[config.mk]
export PLATFORM = sky130hd
export DESIGN_NAME = coordenador_busca_flat
export DESIGN_NICKNAME = d
export VERILOG_FILES = /design/src/rtl/coordenador_busca_if.sv /design/src/rtl/coordenador_busca.sv /design/src/flat_wrapper.sv
export SDC_FILE = /design/constraint.sdc
export NUM_CORES = 1
export LEC_CHECK = 0
export ABC_AREA = 1
export CORE_MARGIN = 4
export CORE_UTILIZATION = 49
export CTS_BUF_LIST = sky130_fd_sc_hd__clkbuf_4 sky130_fd_sc_hd__clkbuf_8
export CTS_CLUSTER_SIZE = 20
export DETAILED_ROUTE_END_ITERATION = 12
export PLACE_DENSITY = 0.89
export SYNTH_ARGS = -nofsm -noshare
export SYNTH_HDL_FRONTEND = slang
export SYNTH_SLANG_ARGS = --single-unit
[constraint.sdc]
create_clock -name clock -period 5.4 [get_ports clock]
set_input_delay 1.08 -clock clock [delete_from_list [all_inputs] [get_ports clock]]
set_output_delay 1.08 -clock clock [all_outputs]
set_load 0.01 [all_outputs]
[src/rtl/coordenador_busca_if.sv]
// rtl/coordenador_busca_if.sv - coordinator <-> quadrant searcher bus
interface coordenador_busca_if #(
    parameter int tamanhoDistancia = 8
);
    logic                              enable;
    logic [tamanhoDistancia-1:0]       raio;
    logic                              raioAtualizado;
    logic [tamanhoDistancia-1:0]       origemX;
    logic [tamanhoDistancia-1:0]       origemY;
    logic [3:0]                        acabouCalculoLocal;
    logic [3:0]                        operacaoFinalizada;
    logic [3:0][tamanhoDistancia-1:0]  candidatoAtual;
    logic [3:0][tamanhoDistancia-1:0]  coordenadaCandidatoX;
    logic [3:0][tamanhoDistancia-1:0]  coordenadaCandidatoY;

    modport master (
        output enable, raio, raioAtualizado, origemX, origemY,
        input  acabouCalculoLocal, operacaoFinalizada, candidatoAtual,
               coordenadaCandidatoX, coordenadaCandidatoY
    );

    modport slave (
        input  enable, raio, raioAtualizado, origemX, origemY,
        output acabouCalculoLocal, operacaoFinalizada, candidatoAtual,
               coordenadaCandidatoX, coordenadaCandidatoY
    );
endinterface

[src/rtl/coordenador_busca.sv]
// rtl/coordenador_busca.sv - expanding-radius search coordinator over four quadrant searchers
module coordenador_busca #(
    parameter int TamanhoMalha     = 20,
    parameter int tamanhoDistancia = 8,
    parameter int RaioMax          = 2*TamanhoMalha,
    parameter int LimiteEspera     = TamanhoMalha*TamanhoMalha+8
) (
    input  logic                        clock,
    input  logic                        reset,
    input  logic                        start,
    input  logic [tamanhoDistancia-1:0] posicaoAtualnoEixoX,
    input  logic [tamanhoDistancia-1:0] posicaoAtualnoEixoY,
    coordenador_busca_if.master         busca,
    output logic [tamanhoDistancia-1:0] alvoX,
    output logic [tamanhoDistancia-1:0] alvoY,
    output logic [tamanhoDistancia-1:0] alvoDistancia,
    output logic                        alvoEncontrado,
    output logic                        busy,
    output logic                        done,
    output logic                        erro
);
    localparam int W    = tamanhoDistancia;
    localparam int WD_W = $clog2(LimiteEspera + 1);
    localparam logic [WD_W-1:0] WD_LIM   = WD_W'(LimiteEspera);
    localparam logic [W-1:0]    RAIO_MAX = W'(RaioMax);
    localparam logic [W-1:0]    SEM_CAND = '1;

    typedef enum logic [2:0] {
        IDLE, INICIA, AGUARDA, AVALIA, AVANCA, GUARDA, SELECIONA
    } estado_t;

    estado_t         estado;
    logic [WD_W-1:0] watchdog;
    logic [WD_W-1:0] wd_prox;
    logic            todos_prontos;
    logic            tem_cand;
    logic [1:0]      melhor_idx;
    logic [W-1:0]    melhor_dist;

    assign todos_prontos = &(busca.acabouCalculoLocal | busca.operacaoFinalizada);
    assign wd_prox       = watchdog + 1'b1;

    // Strict '<' keeps the lowest quadrant on ties; all-ones never beats the seed.
    always_comb begin
        tem_cand    = 1'b0;
        melhor_idx  = 2'd0;
        melhor_dist = SEM_CAND;
        for (int q = 0; q < 4; q++) begin
            if (busca.candidatoAtual[q] < melhor_dist) begin
                tem_cand    = 1'b1;
                melhor_idx  = 2'(q);
                melhor_dist = busca.candidatoAtual[q];
            end
        end
    end

    always_ff @(posedge clock or posedge reset) begin
        if (reset) begin
            estado               <= IDLE;
            busca.enable         <= 1'b0;
            busca.raio           <= '0;
            busca.raioAtualizado <= 1'b0;
            busca.origemX        <= '0;
            busca.origemY        <= '0;
            alvoX                <= '0;
            alvoY                <= '0;
            alvoDistancia        <= '0;
            alvoEncontrado       <= 1'b0;
            busy                 <= 1'b0;
            done                 <= 1'b0;
            erro                 <= 1'b0;
            watchdog             <= '0;
        end else begin
            done                 <= 1'b0;
            busca.raioAtualizado <= 1'b0;
            case (estado)
                IDLE: begin
                    if (start) begin
                        busca.origemX  <= posicaoAtualnoEixoX;
                        busca.origemY  <= posicaoAtualnoEixoY;
                        busca.raio     <= W'(1);
                        alvoEncontrado <= 1'b0;
                        erro           <= 1'b0;
                        busy           <= 1'b1;
                        estado         <= INICIA;
                    end
                end
                INICIA: begin
                    busca.enable <= 1'b1;
                    watchdog     <= '0;
                    estado       <= AGUARDA;
                end
                AGUARDA: begin
                    if (todos_prontos) begin
                        estado <= AVALIA;
                    end else begin
                        watchdog <= wd_prox;
                        if (wd_prox == WD_LIM) begin
                            erro         <= 1'b1;
                            busca.enable <= 1'b0;
                            estado       <= SELECIONA;
                        end
                    end
                end
                AVALIA: begin
                    if (tem_cand || (&busca.operacaoFinalizada) || busca.raio == RAIO_MAX) begin
                        busca.enable <= 1'b0;
                        estado       <= SELECIONA;
                    end else begin
                        // The new radius and its release pulse appear together in AVANCA.
                        busca.raio           <= busca.raio + 1'b1;
                        busca.raioAtualizado <= 1'b1;
                        estado               <= AVANCA;
                    end
                end
                AVANCA: begin
                    estado <= GUARDA;
                end
                GUARDA: begin
                    watchdog <= '0;
                    estado   <= AGUARDA;
                end
                SELECIONA: begin
                    if (!erro && tem_cand) begin
                        alvoX          <= busca.coordenadaCandidatoX[melhor_idx];
                        alvoY          <= busca.coordenadaCandidatoY[melhor_idx];
                        alvoDistancia  <= melhor_dist;
                        alvoEncontrado <= 1'b1;
                    end else begin
                        alvoEncontrado <= 1'b0;
                    end
                    done   <= 1'b1;
                    busy   <= 1'b0;
                    estado <= IDLE;
                end
                default: estado <= IDLE;
            endcase
        end
    end
endmodule

[src/flat_wrapper.sv]
// flat-port wrapper written by rule: the top's interface ports become plain ports
module coordenador_busca_flat 
#(
    parameter int TamanhoMalha     = 20,
    parameter int tamanhoDistancia = 8,
    parameter int RaioMax          = 2*TamanhoMalha,
    parameter int LimiteEspera     = TamanhoMalha*TamanhoMalha+8
)
  (clock, reset, start, posicaoAtualnoEixoX, posicaoAtualnoEixoY, alvoX, alvoY, alvoDistancia, alvoEncontrado, busy, done, erro, busca_enable, busca_raio, busca_raioAtualizado, busca_origemX, busca_origemY, busca_acabouCalculoLocal, busca_operacaoFinalizada, busca_candidatoAtual, busca_coordenadaCandidatoX, busca_coordenadaCandidatoY);
  coordenador_busca_if #(.tamanhoDistancia(tamanhoDistancia)) busca_i ();
  input  logic clock;
  input  logic reset;
  input  logic start;
  input  logic [tamanhoDistancia-1:0] posicaoAtualnoEixoX;
  input  logic [tamanhoDistancia-1:0] posicaoAtualnoEixoY;
  output logic [tamanhoDistancia-1:0] alvoX;
  output logic [tamanhoDistancia-1:0] alvoY;
  output logic [tamanhoDistancia-1:0] alvoDistancia;
  output logic alvoEncontrado;
  output logic busy;
  output logic done;
  output logic erro;
  output wire logic [$bits(busca_i.enable)-1:0] busca_enable;
  output wire logic [$bits(busca_i.raio)-1:0] busca_raio;
  output wire logic [$bits(busca_i.raioAtualizado)-1:0] busca_raioAtualizado;
  output wire logic [$bits(busca_i.origemX)-1:0] busca_origemX;
  output wire logic [$bits(busca_i.origemY)-1:0] busca_origemY;
  input wire logic [$bits(busca_i.acabouCalculoLocal)-1:0] busca_acabouCalculoLocal;
  input wire logic [$bits(busca_i.operacaoFinalizada)-1:0] busca_operacaoFinalizada;
  input wire logic [$bits(busca_i.candidatoAtual)-1:0] busca_candidatoAtual;
  input wire logic [$bits(busca_i.coordenadaCandidatoX)-1:0] busca_coordenadaCandidatoX;
  input wire logic [$bits(busca_i.coordenadaCandidatoY)-1:0] busca_coordenadaCandidatoY;
  assign busca_enable = busca_i.enable;
  assign busca_raio = busca_i.raio;
  assign busca_raioAtualizado = busca_i.raioAtualizado;
  assign busca_origemX = busca_i.origemX;
  assign busca_origemY = busca_i.origemY;
  assign busca_i.acabouCalculoLocal = busca_acabouCalculoLocal;
  assign busca_i.operacaoFinalizada = busca_operacaoFinalizada;
  assign busca_i.candidatoAtual = busca_candidatoAtual;
  assign busca_i.coordenadaCandidatoX = busca_coordenadaCandidatoX;
  assign busca_i.coordenadaCandidatoY = busca_coordenadaCandidatoY;
  coordenador_busca #(.TamanhoMalha(TamanhoMalha), .tamanhoDistancia(tamanhoDistancia), .RaioMax(RaioMax), .LimiteEspera(LimiteEspera)) u_core (.clock(clock), .reset(reset), .start(start), .posicaoAtualnoEixoX(posicaoAtualnoEixoX), .posicaoAtualnoEixoY(posicaoAtualnoEixoY), .busca(busca_i), .alvoX(alvoX), .alvoY(alvoY), .alvoDistancia(alvoDistancia), .alvoEncontrado(alvoEncontrado), .busy(busy), .done(done), .erro(erro));
endmodule
* Yosys cells after proc, flatten, opt, wreduce, memory -nomap -nowiden
Index checks and enable logic that the tools add are counted.
Cells by class: reduce and logical (&&, ||, !) cells 21, order comparisons 5, bitwise gates (word level) 1, mux-type cells 40, equality and inequality tests 14, add/subtract/negate cells 2
Operator list (number):
- two-way mux 8 bit | 8
- binary-select mux 8 bit (select 2 bit) | 2
- less-than comparator 8 bit | 3
- case mux 9 bit (2 select lines) | 1
- two-way mux 1 bit | 16
- case mux 8 bit (2 select lines) | 1
- AND reduction 4 bit | 4
- case mux 3 bit (5 select lines) | 1
- AND reduction 2 bit | 5
- adder 9 x 1 -> 9 bit (second input constant) | 1
- == test 3 bit (second input constant) | 3
- == test 9 bit (second input constant) | 1
- two-way mux 3 bit | 3
- two-way mux 9 bit | 1
- adder 8 x 1 -> 8 bit (second input constant) | 1
- == test 8 x 6 -> 1 bit (second input constant) | 1
- less-than comparator 8 bit (second input constant) | 1
- nonzero test 2 bit | 4
- == test 3 x 2 -> 1 bit (second input constant) | 2
- two-way mux 2 bit | 3
- != test 2 bit (second input constant) | 3
- case mux 1 bit (2 select lines) | 3
- != test 2 x 1 -> 1 bit (second input constant) | 2
- OR 4 bit | 1
- 11 further kinds | 12
Storage, ports and cells: input bits 123, output and inout bits 54, logic and storage cells 97, bits in registers 66

* Depth between registers and ports, before layout
word-level depth 12, gate-level depth with buffers 39, depth with buffers taken out 36

* Worst setup path after synthesis
OpenSTA, ideal clock, no wires.
path type input to register, from input busca_candidatoAtual[5], to register u_core.alvoX[0], setup time 116 ps, slack 310 ps, cell stages on the path 29, arrival time 4974 ps, cells stage by stage inv_1 ha_1 a21oi_1 nor2_1 nor3_4 nand2_4 inv_1 clkbuf_1 nor2_1 a21oi_1 ha_1 nand2_1 nor2_1 a211oi_1 nand2_1 buf_4 buf_2 o21ai_0 ha_1 nand2_1 nor2_1 a211oi_1 nand2_4 buf_4 buf_6 o2111ai_1 nand2_1 nand2_1 nand2_1
On the way: longest elaborated chain between the ends 10
Ends and longest elaborated chain:
- start, declared | RTL line flat_wrapper.sv:30 | input wire logic [$bits(busca_i.candidatoAtual)-1:0] busca_candidatoAtual;
- less-than comparator 8 bit | RTL line coordenador_busca.sv:49 | if (busca.candidatoAtual[q] < melhor_dist) begin
- two-way mux 8 bit | RTL line coordenador_busca.sv:49
- less-than comparator 8 bit | RTL line coordenador_busca.sv:49
- two-way mux 8 bit | RTL line coordenador_busca.sv:49
- less-than comparator 8 bit | RTL line coordenador_busca.sv:49
- two-way mux 8 bit | RTL line coordenador_busca.sv:49
- less-than comparator 8 bit | RTL line coordenador_busca.sv:49
- two-way mux 2 bit / two-way mux 1 bit (equally long branches) | RTL line coordenador_busca.sv:49
- binary-select mux 8 bit (select 2 bit) / logical AND 1 bit (equally long branches) | RTL line coordenador_busca.sv:125, coordenador_busca.sv:124
- two-way mux 8 bit (not written as such) / AND reduction 2 bit (equally long branches)
- end signal, assigned | RTL line coordenador_busca.sv:125 | alvoX <= busca.coordenadaCandidatoX[melhor_idx];
- end, declared | RTL line coordenador_busca.sv:14 | output logic [tamanhoDistancia-1:0] alvoX,
Parallel ways exist; a longest one is shown, timed or not. The select of a mux whose other input is x is not followed. A chain may end at the register's enable or synchronous reset.

* Worst setup path in the final report
from input busca_candidatoAtual[3], to register u_core.alvoY[3]
On the way: longest elaborated chain between the ends 10
Ends and longest elaborated chain:
- less-than comparator 8 bit | RTL line coordenador_busca.sv:49
- two-way mux 8 bit | RTL line coordenador_busca.sv:49
- less-than comparator 8 bit | RTL line coordenador_busca.sv:49
- two-way mux 8 bit | RTL line coordenador_busca.sv:49
- less-than comparator 8 bit | RTL line coordenador_busca.sv:49
- two-way mux 8 bit | RTL line coordenador_busca.sv:49
- less-than comparator 8 bit | RTL line coordenador_busca.sv:49
- two-way mux 2 bit / two-way mux 1 bit (equally long branches) | RTL line coordenador_busca.sv:49
- binary-select mux 8 bit (select 2 bit) / logical AND 1 bit (equally long branches) | RTL line coordenador_busca.sv:126, coordenador_busca.sv:124
- two-way mux 8 bit (not written as such) / AND reduction 2 bit (equally long branches)
- end signal, assigned | RTL line coordenador_busca.sv:126 | alvoY <= busca.coordenadaCandidatoY[melhor_idx];
- end, declared | RTL line coordenador_busca.sv:15 | output logic [tamanhoDistancia-1:0] alvoY,
Parallel ways exist; a longest one is shown, timed or not. The select of a mux whose other input is x is not followed.

==> impl_metrics.tcl <==
set metrics [dict create \
    insertedDiodeCount 0 \
    critical-path-top-delay-family "buffers and inverters" \
    worst_clock_skew_ns 0.0113 \
    io_pins 177 \
    wl_mm 15.7 \
    dieArea_um2 10700 \
    busiest_layer "met2" \
    ys_seq_area_share_pct 36.9 \
    drc 0 \
    start_util_pct 50.8 \
    max-cap-violations 0 \
    tns_ns 0 \
    syn_area_per_cell_um2 7.28 \
    htree_levels 3 \
    dr.pass1.iters 5 \
    cts_made_buffers 9 \
    ir_worst_vdd_uv 302 \
    nets 973 \
    endpoint_kind "flip-flop" \
    synth_cells 615 \
    synth_flop_cell "dfrtp_1" \
    grt_overflow 0 \
    die_w_um 104 \
    core_um2 8810 \
    max_freq_mhz 189 \
    path_buf_inv 10 \
    antenna_left 0 \
    preCtsSetupSlack_ns -0.321 \
    grt_pass1_vias 5100 \
    leakagePower_nw 3.42 \
    worstHoldPathType "flip-flop to flip-flop" \
    maxSlewViolCount 0 \
    cpMostUsedCell "nand2_1" \
    gp_congestion 0.946 \
    drt-initial-drc-count 242 \
    hold_buffers 0 \
    die_y_um 104 \
    grtUsageMet3_pct 6.72 \
    finalSetupViolCount 0 \
    yosysWarnings 0 \
    clock_latency_ns 0.35 \
    crit_type "primary input to flip-flop" \
    cts_root_buf "clkbuf_8" \
    grt_pass1_wl_mm 24.7 \
    min_period_ns 5.30 \
    synth-seq-cells 66 \
    whs_ns 0.485 \
    outcome "finished clean" \
    pwr_density_cell_nw_per_um2 388 \
    postSynth.asyncResetShare_pct 100 \
    port_buffers 176 \
    vias 5066 \
    grt_max_degree 48 \
    dpl.hpwl_mm 11.5 \
    yosysUniqueCellTypes 40 \
    tightest_slew_ns 0.895 \
    antenna_found_initial 0 \
    vias_per_cell 5.38 \
    cts_sinks 66 \
    rows 34 \
    final_util_pct 80.6 \
    crit_path_top_delay_cell "clkdlybuf4s50_1" \
    use_met2_pct 50.0 \
    worst_setup_path_start_kind "primary input" \
    met1_usage_pct 31.9 \
    synth.cell_area_um2 4480 \
    syn-num-nets 760 \
    synthToLayoutAreaGrowth_pct 58.5 \
    hold_viol 0 \
    worstPathRequired_ns 5.64 \
    clk_path_buf_depth 2 \
    detail_route.wl_per_cell_um 16.7 \
    clk_pin_slew_worst_paths_ns 0.07 \
    critPathMaxFanout 15 \
    maxSlewHeadroom_pct 40.2 \
    synth_edf_count 0 \
    fin_ws_ns 0.0989 \
    grt_usage_pct 28.2 \
    cp_slowest_stage_delay_ns 0.51 \
    layout_worst_path_cycle_share_pct 98.2 \
    crit_arrival_ns 5.54 \
    cts_tree "done" \
    drive_gt1_share_pct 16.2 \
]
worst min-delay path: stages, from the launching register on:
cell and delay, ns:
dfrtp_1 0.35, nand2_1 0.05, nand2_1 0.05
state kept, by name (all words and copies together), names as in the netlist:
| name | cells |
|---|---|
| u_core.alvoX | 8 |
| u_core.watchdog | 9 |
| u_core.busca.origemX | 8 |
| u_core.alvoDistancia | 8 |
| u_core.alvoEncontrado | 1 |
| u_core.busy | 1 |
| u_core.estado | 3 |
| u_core.busca.origemY | 8 |
| u_core.busca.raio | 8 |
| u_core.alvoY | 8 |
| u_core.busca.enable | 1 |
| u_core.erro | 1 |
| u_core.done | 1 |
| u_core.busca.raioAtualizado | 1 |
cells by family after synthesis:
family,Yosys count,share of synthesized area (%)
and+or+nand+nor,301,29.1
buffers and inverters,113,10.3
AOI/OAI and AO/OA,89,12.0
DFF,66,36.9
adders and majority gates,22,6.15
muxes,16,4.03
xor gates and xnor gates,8,1.57
worst paths after layout:
check | startpoint | to | cells past startpoint | slack [ns]
max in group asynchronous | reset | u_core.estado[2]$_DFFE_PP0P_ | 3 | 3.40
min in group asynchronous | reset | u_core.alvoX[3]$_DFFE_PP0P_ | 2 | 1.03
worst max-delay path | busca_candidatoAtual[3] | u_core.alvoY[3]$_DFFE_PP0P_ | 33 | 0.1
worst min register to register | u_core.alvoDistancia[0]$_DFFE_PP0P_ | u_core.alvoDistancia[0]$_DFFE_PP0P_ | 2 | 0.49
worst min-delay path | u_core.alvoDistancia[0]$_DFFE_PP0P_ | u_core.alvoDistancia[0]$_DFFE_PP0P_ | 2 | 0.49
worst max register to register | u_core.estado[0]$_DFFE_PP0P_ | u_core.busca.raio[6]$_DFFE_PP0P_ | 8 | 3.22
timing repair:
action	in CTS	in global routing
pin swaps	1	14
buffers inserted	2	8
gates cloned	0	2
endpoints found under the setup margin	1	35
gates resized for setup	0	48
synth_stat cells, types with 11 or more instances:
master | count | area share, %
nand2_1 | 203 | 17
inv_1 | 85 | 7.1
dfrtp_1 | 66 | 37
o21ai_0 | 41 | 4.6
nor2_1 | 29 | 2.4
nand3_1 | 25 | 2.8
ha_1 | 22 | 6.2
mux2_2 | 16 | 4.0
o2111ai_1 | 16 | 3.1
or2_2 | 15 | 2.1
clkbuf_1 | 11 | 0.92
final cells by class:
class	instances	area, um2
Inverter	91	347
Clock buffer	10	131
Timing Repair Buffer	224	2210
Multi-Input combinational cell	436	2480
Sequential cell	66	1650
Tap cell	108	135
Fill cell	583	1710
Clock inverter	6	138
cells in the final DEF (no fill, tap or decap), drive strengths merged:
cell           synthesis  final
nand2                209    209
clkdlybuf4s50          0    171
inv                   88     90
dfrtp                 66     66
o21ai                 49     49
buf                   10     46
nor2                  31     31
nand3                 27     27
ha                    22     22
o2111ai               16     16
mux2                  16     16
or2                   16     16
clkbuf                12     12
nor3                   9      9
o22ai                  8      8
a21oi                  8      8
xor2                   7      7
nand4                  7      7
dlymetal6s2s           0      5
bufinv                 0      4
clkinv                 3      3
o21bai                 2      2
a211oi                 2      2
nor4                   2      2
o32ai                  1      1
a41oi                  1      1
xnor2                  1      1
o211ai                 1      1
a31oi                  1      1
power by group:
part / leakage (nW) / internal [W] / switching, W
combinational: 2.44 / 0.000706 / 0.000715
clock: 0.134 / 0.000361 / 0.000205
sequential: 0.838 / 0.000669 / 0.0000969
total: 3.42 / 0.00174 / 0.00102
metal layers:
layer  part of all wire [%]  vias to the layer above
met5                      0                        -
met4                    3.9                        0
met3                    7.3                       46
met2                     52                      222
met1                     37                     2390
li1                       -                     2408
stage by stage:
stage          power (W)  instances  instance area [um2]
2_1_floorplan    0.00144        615                 4480
3_3_place_gp     0.00203        913                 6550
3_5_place_dp     0.00207        913                 6550
4_1_cts          0.00266        931                 6840
5_1_grt          0.00293        941                 7100
6_report         0.00275        941                 7100
(Power assumes the default switching activity.)
